<file path="config.mk">
export PLATFORM = sky130hd
export DESIGN_NAME = cfg_bank_programmer_flat
export DESIGN_NICKNAME = d
export VERILOG_FILES = /design/src/rtl/cfg_bank_programmer_pkg.sv /design/src/rtl/cfg_bank_programmer_if.sv /design/src/rtl/cfg_bank_programmer_counter.sv /design/src/rtl/cfg_bank_programmer.sv /design/src/flat_wrapper.sv
export SDC_FILE = /design/constraint.sdc
export NUM_CORES = 1
export LEC_CHECK = 0
export BUFFER_PORTS_ARGS = -buffer_cell sky130_fd_sc_hd__buf_2
export CAP_MARGIN = 10
export CORE_MARGIN = 2
export CORE_UTILIZATION = 40
export CTS_CLUSTER_DIAMETER = 150
export CTS_CLUSTER_SIZE = 12
export DETAILED_ROUTE_END_ITERATION = 6
export PLACE_DENSITY = 0.75
export SETUP_SLACK_MARGIN = 0.4
export SLEW_MARGIN = 20
export SYNTH_ARGS = -nofsm -noshare
export SYNTH_HDL_FRONTEND = slang
export SYNTH_SLANG_ARGS = --single-unit
</file>
<file path="constraint.sdc">
create_clock -name prog_clk -period 2.2 [get_ports prog_clk]
set_clock_uncertainty 0.2 [all_clocks]
set_input_delay 0.55 -clock prog_clk [delete_from_list [all_inputs] [get_ports prog_clk]]
set_output_delay 0.55 -clock prog_clk [all_outputs]
set_load 0.005 [all_outputs]
</file>
<file path="src/rtl/cfg_bank_programmer_pkg.sv">
// Shared types and constants for the configuration-bank programmer.
package cfg_prog_pkg;

    typedef enum logic [2:0] {
        IDLE,
        WAIT_DATA,
        SETUP,
        PULSE,
        HOLD,
        DONE
    } state_e;

    localparam int DEF_BL_WIDTH     = 32;
    localparam int DEF_WL_WIDTH     = 16;
    localparam int DEF_SETUP_CYCLES = 1;
    localparam int DEF_PULSE_CYCLES = 2;
    localparam int DEF_HOLD_CYCLES  = 1;

    // Widest wordline bus the helper can describe; callers cast down to WL_WIDTH.
    localparam int MAX_WL_WIDTH     = 1024;

    // One-hot wordline select for a given row.
    function automatic logic [MAX_WL_WIDTH-1:0] onehot(input int unsigned row);
        return MAX_WL_WIDTH'(1) << row;
    endfunction

endpackage

</file>
<file path="src/rtl/cfg_bank_programmer_if.sv">
// Configuration word stream (valid/ready) feeding the bank programmer.
interface cfg_bank_programmer_if #(
    parameter int BL_WIDTH = 32
) ();
    logic                cfg_valid;
    logic                cfg_ready;
    logic [BL_WIDTH-1:0] cfg_data;
    logic                cfg_last;

    modport master (output cfg_valid, output cfg_data, output cfg_last, input  cfg_ready);
    modport slave  (input  cfg_valid, input  cfg_data, input  cfg_last, output cfg_ready);
endinterface

</file>
<file path="src/rtl/cfg_bank_programmer_counter.sv">
// Down-counter shared by the SETUP, PULSE and HOLD phases.
module cfg_timing_counter #(
    parameter int W = 2
) (
    input  logic         gclk,
    input  logic         grst_n,
    input  logic         load,
    input  logic [W-1:0] load_val,
    output logic         zero
);
    logic [W-1:0] cnt_q, cnt_d;

    // Load wins; otherwise count down and park at zero.
    always_comb begin
        cnt_d = cnt_q;
        if (load)
            cnt_d = load_val;
        else if (cnt_q != '0)
            cnt_d = cnt_q - 1'b1;
    end

    // Counter register.
    always_ff @(posedge gclk or negedge grst_n) begin
        if (!grst_n) cnt_q <= '0;
        else         cnt_q <= cnt_d;
    end

    assign zero = (cnt_q == '0);
endmodule

</file>
<file path="src/rtl/cfg_bank_programmer.sv">
// Bitline/wordline writer: takes one config word per row and pulses that
// row's wordline with setup/pulse/hold framing. All outputs are flops.
module cfg_bank_programmer
    import cfg_prog_pkg::*;
#(
    parameter int BL_WIDTH     = DEF_BL_WIDTH,
    parameter int WL_WIDTH     = DEF_WL_WIDTH,
    parameter int SETUP_CYCLES = DEF_SETUP_CYCLES,
    parameter int PULSE_CYCLES = DEF_PULSE_CYCLES,
    parameter int HOLD_CYCLES  = DEF_HOLD_CYCLES
) (
    input  logic                  prog_clk,
    input  logic                  global_resetn,
    input  logic                  start,
    cfg_bank_programmer_if.slave  cfg,
    output logic [BL_WIDTH-1:0]   bl,
    output logic [WL_WIDTH-1:0]   wl,
    output logic                  busy,
    output logic                  done,
    output logic                  err
);
    localparam int MAX_SP = (SETUP_CYCLES > PULSE_CYCLES) ? SETUP_CYCLES : PULSE_CYCLES;
    localparam int MAX_T  = (MAX_SP > HOLD_CYCLES) ? MAX_SP : HOLD_CYCLES;
    localparam int CNT_W  = $clog2(MAX_T + 1);
    localparam int ROW_W  = $clog2(WL_WIDTH);

    localparam logic [CNT_W-1:0] SETUP_LD = CNT_W'(SETUP_CYCLES - 1);
    localparam logic [CNT_W-1:0] PULSE_LD = CNT_W'(PULSE_CYCLES - 1);
    localparam logic [CNT_W-1:0] HOLD_LD  = CNT_W'(HOLD_CYCLES - 1);
    localparam logic [ROW_W-1:0] LAST_ROW = ROW_W'(WL_WIDTH - 1);

    state_e              state_q, state_d;
    logic [ROW_W-1:0]    row_q, row_d;
    logic [BL_WIDTH-1:0] bl_q, bl_d;
    logic [WL_WIDTH-1:0] wl_q, wl_d;
    logic                ready_q, ready_d;
    logic                busy_q, busy_d;
    logic                done_q, done_d;
    logic                err_q, err_d;

    logic                cnt_load;
    logic [CNT_W-1:0]    cnt_val;
    logic                cnt_zero;
    logic                last_row;

    assign last_row = (row_q == LAST_ROW);

    cfg_timing_counter #(.W(CNT_W)) u_cnt (
        .gclk     (prog_clk),
        .grst_n   (global_resetn),
        .load     (cnt_load),
        .load_val (cnt_val),
        .zero     (cnt_zero)
    );

    // Next-state and next-output logic; outputs are registered from the _d values.
    always_comb begin
        state_d  = state_q;
        row_d    = row_q;
        bl_d     = bl_q;
        wl_d     = wl_q;
        ready_d  = ready_q;
        err_d    = err_q;
        cnt_load = 1'b0;
        cnt_val  = '0;
        case (state_q)
            IDLE: begin
                if (start) begin
                    state_d = WAIT_DATA;
                    row_d   = '0;
                    err_d   = 1'b0;
                    ready_d = 1'b1;
                end
            end
            WAIT_DATA: begin
                if (cfg.cfg_valid && ready_q) begin
                    bl_d     = cfg.cfg_data;
                    ready_d  = 1'b0;
                    cnt_load = 1'b1;
                    cnt_val  = SETUP_LD;
                    state_d  = SETUP;
                    // Framing mismatch is flagged but the row is still written.
                    if (cfg.cfg_last != last_row)
                        err_d = 1'b1;
                end
            end
            SETUP: begin
                if (cnt_zero) begin
                    wl_d     = WL_WIDTH'(onehot(32'(row_q)));
                    cnt_load = 1'b1;
                    cnt_val  = PULSE_LD;
                    state_d  = PULSE;
                end
            end
            PULSE: begin
                if (cnt_zero) begin
                    wl_d     = '0;
                    cnt_load = 1'b1;
                    cnt_val  = HOLD_LD;
                    state_d  = HOLD;
                end
            end
            HOLD: begin
                if (cnt_zero) begin
                    if (last_row) begin
                        state_d = DONE;
                    end else begin
                        row_d   = row_q + 1'b1;
                        ready_d = 1'b1;
                        state_d = WAIT_DATA;
                    end
                end
            end
            DONE: begin
                bl_d    = '0;
                state_d = IDLE;
            end
            default: state_d = IDLE;
        endcase
        busy_d = (state_d != IDLE);
        done_d = (state_d == DONE);
    end

    // State and output registers; async reset also drops wl immediately.
    always_ff @(posedge prog_clk or negedge global_resetn) begin
        if (!global_resetn) begin
            state_q <= IDLE;
            row_q   <= '0;
            bl_q    <= '0;
            wl_q    <= '0;
            ready_q <= 1'b0;
            busy_q  <= 1'b0;
            done_q  <= 1'b0;
            err_q   <= 1'b0;
        end else begin
            state_q <= state_d;
            row_q   <= row_d;
            bl_q    <= bl_d;
            wl_q    <= wl_d;
            ready_q <= ready_d;
            busy_q  <= busy_d;
            done_q  <= done_d;
            err_q   <= err_d;
        end
    end

    assign cfg.cfg_ready = ready_q;
    assign bl            = bl_q;
    assign wl            = wl_q;
    assign busy          = busy_q;
    assign done          = done_q;
    assign err           = err_q;
endmodule

</file>
<file path="src/flat_wrapper.sv">
// flat-port wrapper written by rule: the top's interface ports become plain ports
module cfg_bank_programmer_flat import cfg_prog_pkg::*;
#(
    parameter int BL_WIDTH     = DEF_BL_WIDTH,
    parameter int WL_WIDTH     = DEF_WL_WIDTH,
    parameter int SETUP_CYCLES = DEF_SETUP_CYCLES,
    parameter int PULSE_CYCLES = DEF_PULSE_CYCLES,
    parameter int HOLD_CYCLES  = DEF_HOLD_CYCLES
)
  (prog_clk, global_resetn, start, bl, wl, busy, done, err, cfg_cfg_valid, cfg_cfg_data, cfg_cfg_last, cfg_cfg_ready);
  cfg_bank_programmer_if #(.BL_WIDTH(BL_WIDTH)) cfg_i ();
  input  logic prog_clk;
  input  logic global_resetn;
  input  logic start;
  output logic [BL_WIDTH-1:0] bl;
  output logic [WL_WIDTH-1:0] wl;
  output logic busy;
  output logic done;
  output logic err;
  input wire logic [$bits(cfg_i.cfg_valid)-1:0] cfg_cfg_valid;
  input wire logic [$bits(cfg_i.cfg_data)-1:0] cfg_cfg_data;
  input wire logic [$bits(cfg_i.cfg_last)-1:0] cfg_cfg_last;
  output wire logic [$bits(cfg_i.cfg_ready)-1:0] cfg_cfg_ready;
  assign cfg_i.cfg_valid = cfg_cfg_valid;
  assign cfg_i.cfg_data = cfg_cfg_data;
  assign cfg_i.cfg_last = cfg_cfg_last;
  assign cfg_cfg_ready = cfg_i.cfg_ready;
  cfg_bank_programmer #(.BL_WIDTH(BL_WIDTH), .WL_WIDTH(WL_WIDTH), .SETUP_CYCLES(SETUP_CYCLES), .PULSE_CYCLES(PULSE_CYCLES), .HOLD_CYCLES(HOLD_CYCLES)) u_core (.prog_clk(prog_clk), .global_resetn(global_resetn), .start(start), .cfg(cfg_i), .bl(bl), .wl(wl), .busy(busy), .done(done), .err(err));
endmodule
</file>
Word-level counts from Yosys, hierarchy flattened
Index checks and enable logic that the tools add are counted.
{"block": "op_classes", "add_sub_neg": 2, "eq_ne": 15, "shifts": 1, "mux": 32, "reduce_logical": 17}
{"cell": "case mux 32 bit (2 select lines)", "count": 1}
{"cell": "2-to-1 mux 16 bit", "count": 2}
{"cell": "2-to-1 mux 32 bit", "count": 1}
{"cell": "case mux 16 bit (2 select lines)", "count": 1}
{"cell": "2-to-1 mux 3 bit", "count": 6}
{"cell": "<< shifter 1 x 4 -> 16 bit (first input constant)", "count": 1}
{"cell": "case mux 3 bit (5 select lines)", "count": 1}
{"cell": "2-to-1 mux 4 bit", "count": 3}
{"cell": "nonzero test 2 bit", "count": 6}
{"cell": "2-to-1 mux 1 bit", "count": 10}
{"cell": "!= test 2 x 1 -> 1 bit (second input constant)", "count": 5}
{"cell": "== test 3 bit (second input constant)", "count": 3}
{"cell": "case mux 4 bit (2 select lines)", "count": 1}
{"cell": "AND reduction 4 bit", "count": 2}
{"cell": "== test 3 x 2 -> 1 bit (second input constant)", "count": 2}
{"cell": "2-to-1 mux 2 bit", "count": 3}
{"cell": "nonzero test 3 bit", "count": 2}
{"cell": "AND reduction 5 bit", "count": 1}
{"cell": "adder 4 x 1 -> 4 bit (second input constant)", "count": 1}
{"cell": "== test 4 bit (second input constant)", "count": 1}
{"cell": "!= test 2 bit (second input constant)", "count": 2}
{"cell": "case mux 1 bit (2 select lines)", "count": 2}
{"cell": "== test 3 x 1 -> 1 bit (second input constant)", "count": 1}
{"cell": "logical NOT 3 bit", "count": 1}
{"cell": "8 further kinds", "count": 8}
{"block": "totals", "ff_bits": 61, "input_bits": 37, "out_inout_bits": 52, "word_cells": 76}

Logic depth before layout (Yosys ltp)
{"block": "depth", "depth_word": 5, "depth_mapped": 7, "depth_no_buf": 6}

Modules after synthesis
From an unflattened synthesis, not the netlist that was laid out.
{"block": "unflattened", "hier_cells": 290, "area_unflattened_um2": 2904.0}
{"module": "cfg_bank_programmer", "n_inst": 1, "cells_per_inst": 278, "area_each_um2": 2791.4, "seq_area_each_um2": 1476.4}
{"module": "cfg_timing_counter", "n_inst": 1, "cells_per_inst": 12, "area_each_um2": 112.6, "seq_area_each_um2": 50.0}

Least setup slack after synthesis
Ideal clock, no wire load.
{"block": "synth_timing", "kind": "reg2reg", "start": "register u_core.u_cnt.cnt_q[0]", "end": "register u_core.busy_q, in the netlist u_core.busy", "arrival_time_ns": 1.315, "required_time_ns": 1.860, "setup_slack_ns": 0.545, "stages_incl_launch_ff": 8, "n_path_buf": 1, "synth_period_minus_slack_ns": 1.655, "path_cell_list": "dfrtp_1 > inv_1 > ha_1 > buf_2 > xor2_1 > a32oi_1 > o21a_1 > nand3b_1"}
{"block": "synth_via", "elab_chain_len": 4, "word_cells_on_any_way": 6, "classes_between": "mux (4); reduce/logical (2)"}
{"element": "start: declaration", "line": "cfg_bank_programmer_counter.sv:11", "text": "logic [W-1:0] cnt_q, cnt_d;"}
{"element": "start signal: assignment", "line": "cfg_bank_programmer_counter.sv:25", "text": "else cnt_q <= cnt_d;"}
{"element": "logical NOT 2 bit *", "line": "cfg_bank_programmer_counter.sv:28", "text": "assign zero = (cnt_q == '0);"}
{"element": "2-to-1 mux 3 bit (on tied branches)", "line": "cfg_bank_programmer.sv:104, cfg_bank_programmer.sv:88, cfg_bank_programmer.sv:96"}
{"element": "case mux 3 bit (5 select lines) *", "line": "cfg_bank_programmer.sv:66", "text": "case (state_q)"}
{"element": "nonzero test 3 bit *", "line": "cfg_bank_programmer.sv:120", "text": "busy_d = (state_d != IDLE);"}
{"element": "named net u_core.busy_d", "line": "cfg_bank_programmer.sv:37", "text": "logic busy_q, busy_d;"}
{"element": "end signal: assignment", "line": "cfg_bank_programmer.sv:141", "text": "busy_q <= busy_d;"}
{"element": "end: declaration", "line": "cfg_bank_programmer.sv:37"}
Mark *: on every way through the listed nets, which the timed path passes. The rest lies on a longest branch.
A chain may end at the register's enable or synchronous reset.

Worst setup path in the final report
{"block": "layout_timing", "start": "register u_core.u_cnt.cnt_q[0]", "end": "register u_core.row_q[0]"}
{"block": "layout_via", "elab_chain_len": 3}
{"element": "logical NOT 2 bit", "line": "cfg_bank_programmer_counter.sv:28"}
{"element": "!= test 2 x 1 -> 1 bit (no line)"}
{"element": "AND reduction 4 bit (no line)"}
{"element": "end signal: assignment", "line": "cfg_bank_programmer.sv:137", "text": "row_q <= row_d;"}
{"element": "end: declaration", "line": "cfg_bank_programmer.sv:33", "text": "logic [ROW_W-1:0] row_q, row_d;"}
No other way between the ends.

==> results.tsv <==
stage	metric	value	unit
finish	P&R area growth vs syn	25.6	%
drt	Final ANT Viol Nets	0	
critical_path	Critical Path Source Type	register	
critical_path	worst reg2reg startpoint	u_core.u_cnt.cnt_q[0]$_DFFE_PN0P_	
power	total power	4.31	mW
finish	Final nets	401	
timing	worst-margin pin slew	487	ps
timing	maximum clock frequency	0.577	GHz
power	Worst VDD drop	0.459	mV
synth	main combinational cell family by area after synthesis	simple AND/OR/NAND/NOR gates	
drt	vias per cell	4.87	
synth	Synth cell types	40	
synth	fraction of the mapped netlist area in compound gates	13.1	%
synth	Synth area leaders	dfrtp_1 (54%), nand2_1 (9.9%), a22o_1 (4.3%), nand3_1 (3.7%), ha_1 (3.5%)	
synth	Synth Cell Area	0.00285	sq mm
drt	Residual DRC	0	
finish	ant diodes	0	
timing	min cycle time layout	1730	ps
synth	Post-Synth Simple-Gate Area	22.1	%
drt	First-pass DRT Iterations	4	
placement	Final HPWL DP	4350	microns
placement	Setup Slack @ Placement	263	ps
global_routing	vias in the first global route	2100	
clock_tree	CTS Buf Count	9	
synth	Yosys top cell area share	53.6	%
global_routing	grt ovf	0	
synth	YS warnings	0	
synth	Synth Flop Type	dfrtp_1	
placement	routability cong.	0.819	
clock_tree	CTS root buffer	clkbuf_8	
timing	post-route clock period utilization	78.8	%
timing	RSZ-0062 raised after global routing	false	
timing	Setup Viol. Count Final	0	
drt	detailed-route via count	2227	
critical_path	Worst Setup End Kind	register	
finish	Layout Cells excl Fill	457	
global_routing	Global Route Usage Sum	17.3	%
run	Max-Cap Viols	0	
synth	Post-Synth Adder-Cell Area	3.51	%
clock_tree	CTS Buffer Depth	2	
floorplanning	Chip Height	88.4	microns
status	status	finished, final reports clean	
critical_path	CP max stage cell	dfrtp_1	
power	Leak Pwr	1.84	nW
timing	Slew headroom	67.4	%
clock_tree	H-Tree Level Count	3	
synth	Post-synth EDFFs	0	
synth	XOR/XNOR Fraction of Synth Area	0.615	%
synth	Mapped Cells	269	
timing	slack of the critical path	466	ps
synth	flops & latches, synth	61	
floorplanning	Ports	89	
clock_tree	clk slew on worst S/H paths	80	ps
power	power per cell area	1200	mW/mm^2
critical_path	RR Endpoint	u_core.row_q[0]$_DFFE_PN0P_	
placement	Cells after DPL	441	
drt	Routed WL per cell	14.2	microns
clock_tree	Skew-Pair Late Insertion Delay	330	ps
min_path	hold crit path type	input pin to asynchronous set/reset pin	
synth	syn_nets	314	
timing	WHS	14.3	ps
drt	Post-Route WL	6480	microns
global_routing	global-route wire length before repair	10400	microns
critical_path	Max stage delay on crit path	390	ps
clock_tree	Post-CTS Hold Fix Bufs	0	
critical_path	peak fanout along the critical path	12	
critical_path	reg2reg path depth	5	
critical_path	WP data required	2220	ps
critical_path	reg2reg setup slack	470	ps
clock_tree	CTS tree	built	
timing	Fin. Hold Viols	0	
floorplanning	core area	0.00683	sq mm
critical_path	CP Cell Sequence	inv_1 > ha_4 > and4_4 > nor2_4 > mux2_2	
synth	Syn Area/Cell	10.6	sq um
global_routing	initial antenna violation count	0	
synth	Seq/Total Area, Yosys	53.6	%
floorplanning	chip width	88.4	microns
critical_path	Worst Setup Path Type	register to register	
synth	mux cell area share after synthesis	0.395	%
clock_tree	clk sink count	61	
drt	Iteration-0 DRC Markers	104	
timing	Setup TNS	0	ps
global_routing	pin count of the biggest net entering global routing	62	
synth	Synth area leader	dfrtp_1	
floorplanning	Starting Density	41.7	%
critical_path	crit path DAT	1750	ps
floorplanning	die area	0.00782	sq mm
finish	layout cell share with drive strength beyond 1	41.0	%
floorplanning	std cell rows	30	
synth	Async SR Flop Fraction	100	%
placement	number of I/O port buffers	88	
timing	Max Slew Vio Count	0	
==> power by group <==
group | total (mW) | leakage, nW | switching [mW] | internal (mW)
Clock | 0.994 | 0.0954 | 0.468 | 0.526
Sequential | 1.72 | 0.796 | 0.259 | 1.47
Combinational | 1.59 | 0.950 | 0.894 | 0.696
==> state kept, by name, indices dropped and copies added, names as in the netlist <==
name                  cells
u_core.wl                16
u_core.state_q            3
u_core.done               1
u_core.cfg.cfg_ready      1
u_core.busy               1
u_core.bl                32
u_core.err                1
u_core.row_q              4
u_core.u_cnt.cnt_q        2
==> cells in the final DEF (no fill, tap or decap), drive strengths merged, types with 2 or more instances in the layout <==
| cell | count |
|---|---|
| clkinvlp | 2 |
| inv | 12 |
| nor4b | 2 |
| a22o | 14 |
| and2 | 2 |
| nand2 | 76 |
| clkbuf | 9 |
| nor4 | 2 |
| o41ai | 4 |
| ha | 8 |
| nand3 | 22 |
| a311oi | 2 |
| nor3 | 4 |
| and3 | 2 |
| dfrtp | 61 |
| clkinv | 4 |
| a21oi | 15 |
| o21ai | 4 |
| buf | 94 |
| nor2 | 8 |
==> routing by layer <==
| layer | GRT usage [%] | wire length, microns |
|---|---|---|
| met1 | 23.6 | 2880 |
| met2 | 27.0 | 3040 |
| met3 | 4.48 | 482 |
| met4 | 5.79 | 75 |
| met5 | 0 | 0 |
==> Yosys cell counts, types with 2 or more instances <==
cell type  number
nand2_1        75
dfrtp_1        61
nand3_1        21
a22o_1         14
a311oi_1        2
nor4_4          2
a21oi_1         5
inv_1          12
nor3_1          2
nor2_1          6
buf_6           7
ha_1            8
buf_2           6
o21ai_0         4
o41ai_2         4
nor3_2          2
and2_1          2
buf_4           5
a21oi_2        10
==> cells by family after synthesis <==
group	after synthesis
compound gates	43
xor+xnor	2
fa+ha+maj	8
buf+inv	30
flops	61
mux	1
simple gates	124
==> through the flow <==
stage	instance area (sq um)	util (%)
finish	3580	52.4
global route	3580	52.4
CTS	3540	51.8
detailed placement	3330	48.8
global placement	3330	48.8
floorplan	2850	-
==> critical path: cells and delay by family, from the launching register on <==
kind                     cells  cell delay, ps
adder cells (fa/ha/maj)      1             270
buffers and inverters        1             130
flip-flops                   1             390
multiplexers                 1             270
AND/OR/NAND/NOR              2             340
==> timing repair <==
| action | 4_1_cts | 5_1_grt |
|---|---|---|
| setup buffers | 0 | 0 |
| pin swaps | 0 | 0 |
| endpoints found under the hold margin | 0 | 0 |
| setup endpoints to repair | 37 | 42 |
| gates resized for setup | 3 | 9 |
==> layout make-up <==
type / count / area (sq um)
Fill cell: 651 / 3250
Timing Repair Buffer: 94 / 514
Multi-Input combinational cell: 178 / 1170
Clock inverter: 7 / 76.3
Tap cell: 96 / 120
Sequential cell: 61 / 1530
Clock buffer: 9 / 124
Inverter: 12 / 45.0
==> how the worst max path moves through the flow <==
stage,from,endpoint,slack [ps],depth (start not counted)
finish,u_core.u_cnt.cnt_q[0]$_DFFE_PN0P_,u_core.row_q[0]$_DFFE_PN0P_,470,5
global route,u_core.u_cnt.cnt_q[0]$_DFFE_PN0P_,u_core.row_q[0]$_DFFE_PN0P_,400,5
CTS,u_core.u_cnt.cnt_q[0]$_DFFE_PN0P_,u_core.wl[0]$_DFFE_PN0P_,410,5
detailed placement,u_core.u_cnt.cnt_q[0]$_DFFE_PN0P_,u_core.wl[13]$_DFFE_PN0P_,260,5
global placement,u_core.u_cnt.cnt_q[0]$_DFFE_PN0P_,u_core.wl[5]$_DFFE_PN0P_,360,5
floorplan,u_core.u_cnt.cnt_q[0]$_DFFE_PN0P_,u_core.busy$_DFF_PN0_,550,7
No activity file was read; power rests on OpenSTA's default activity.
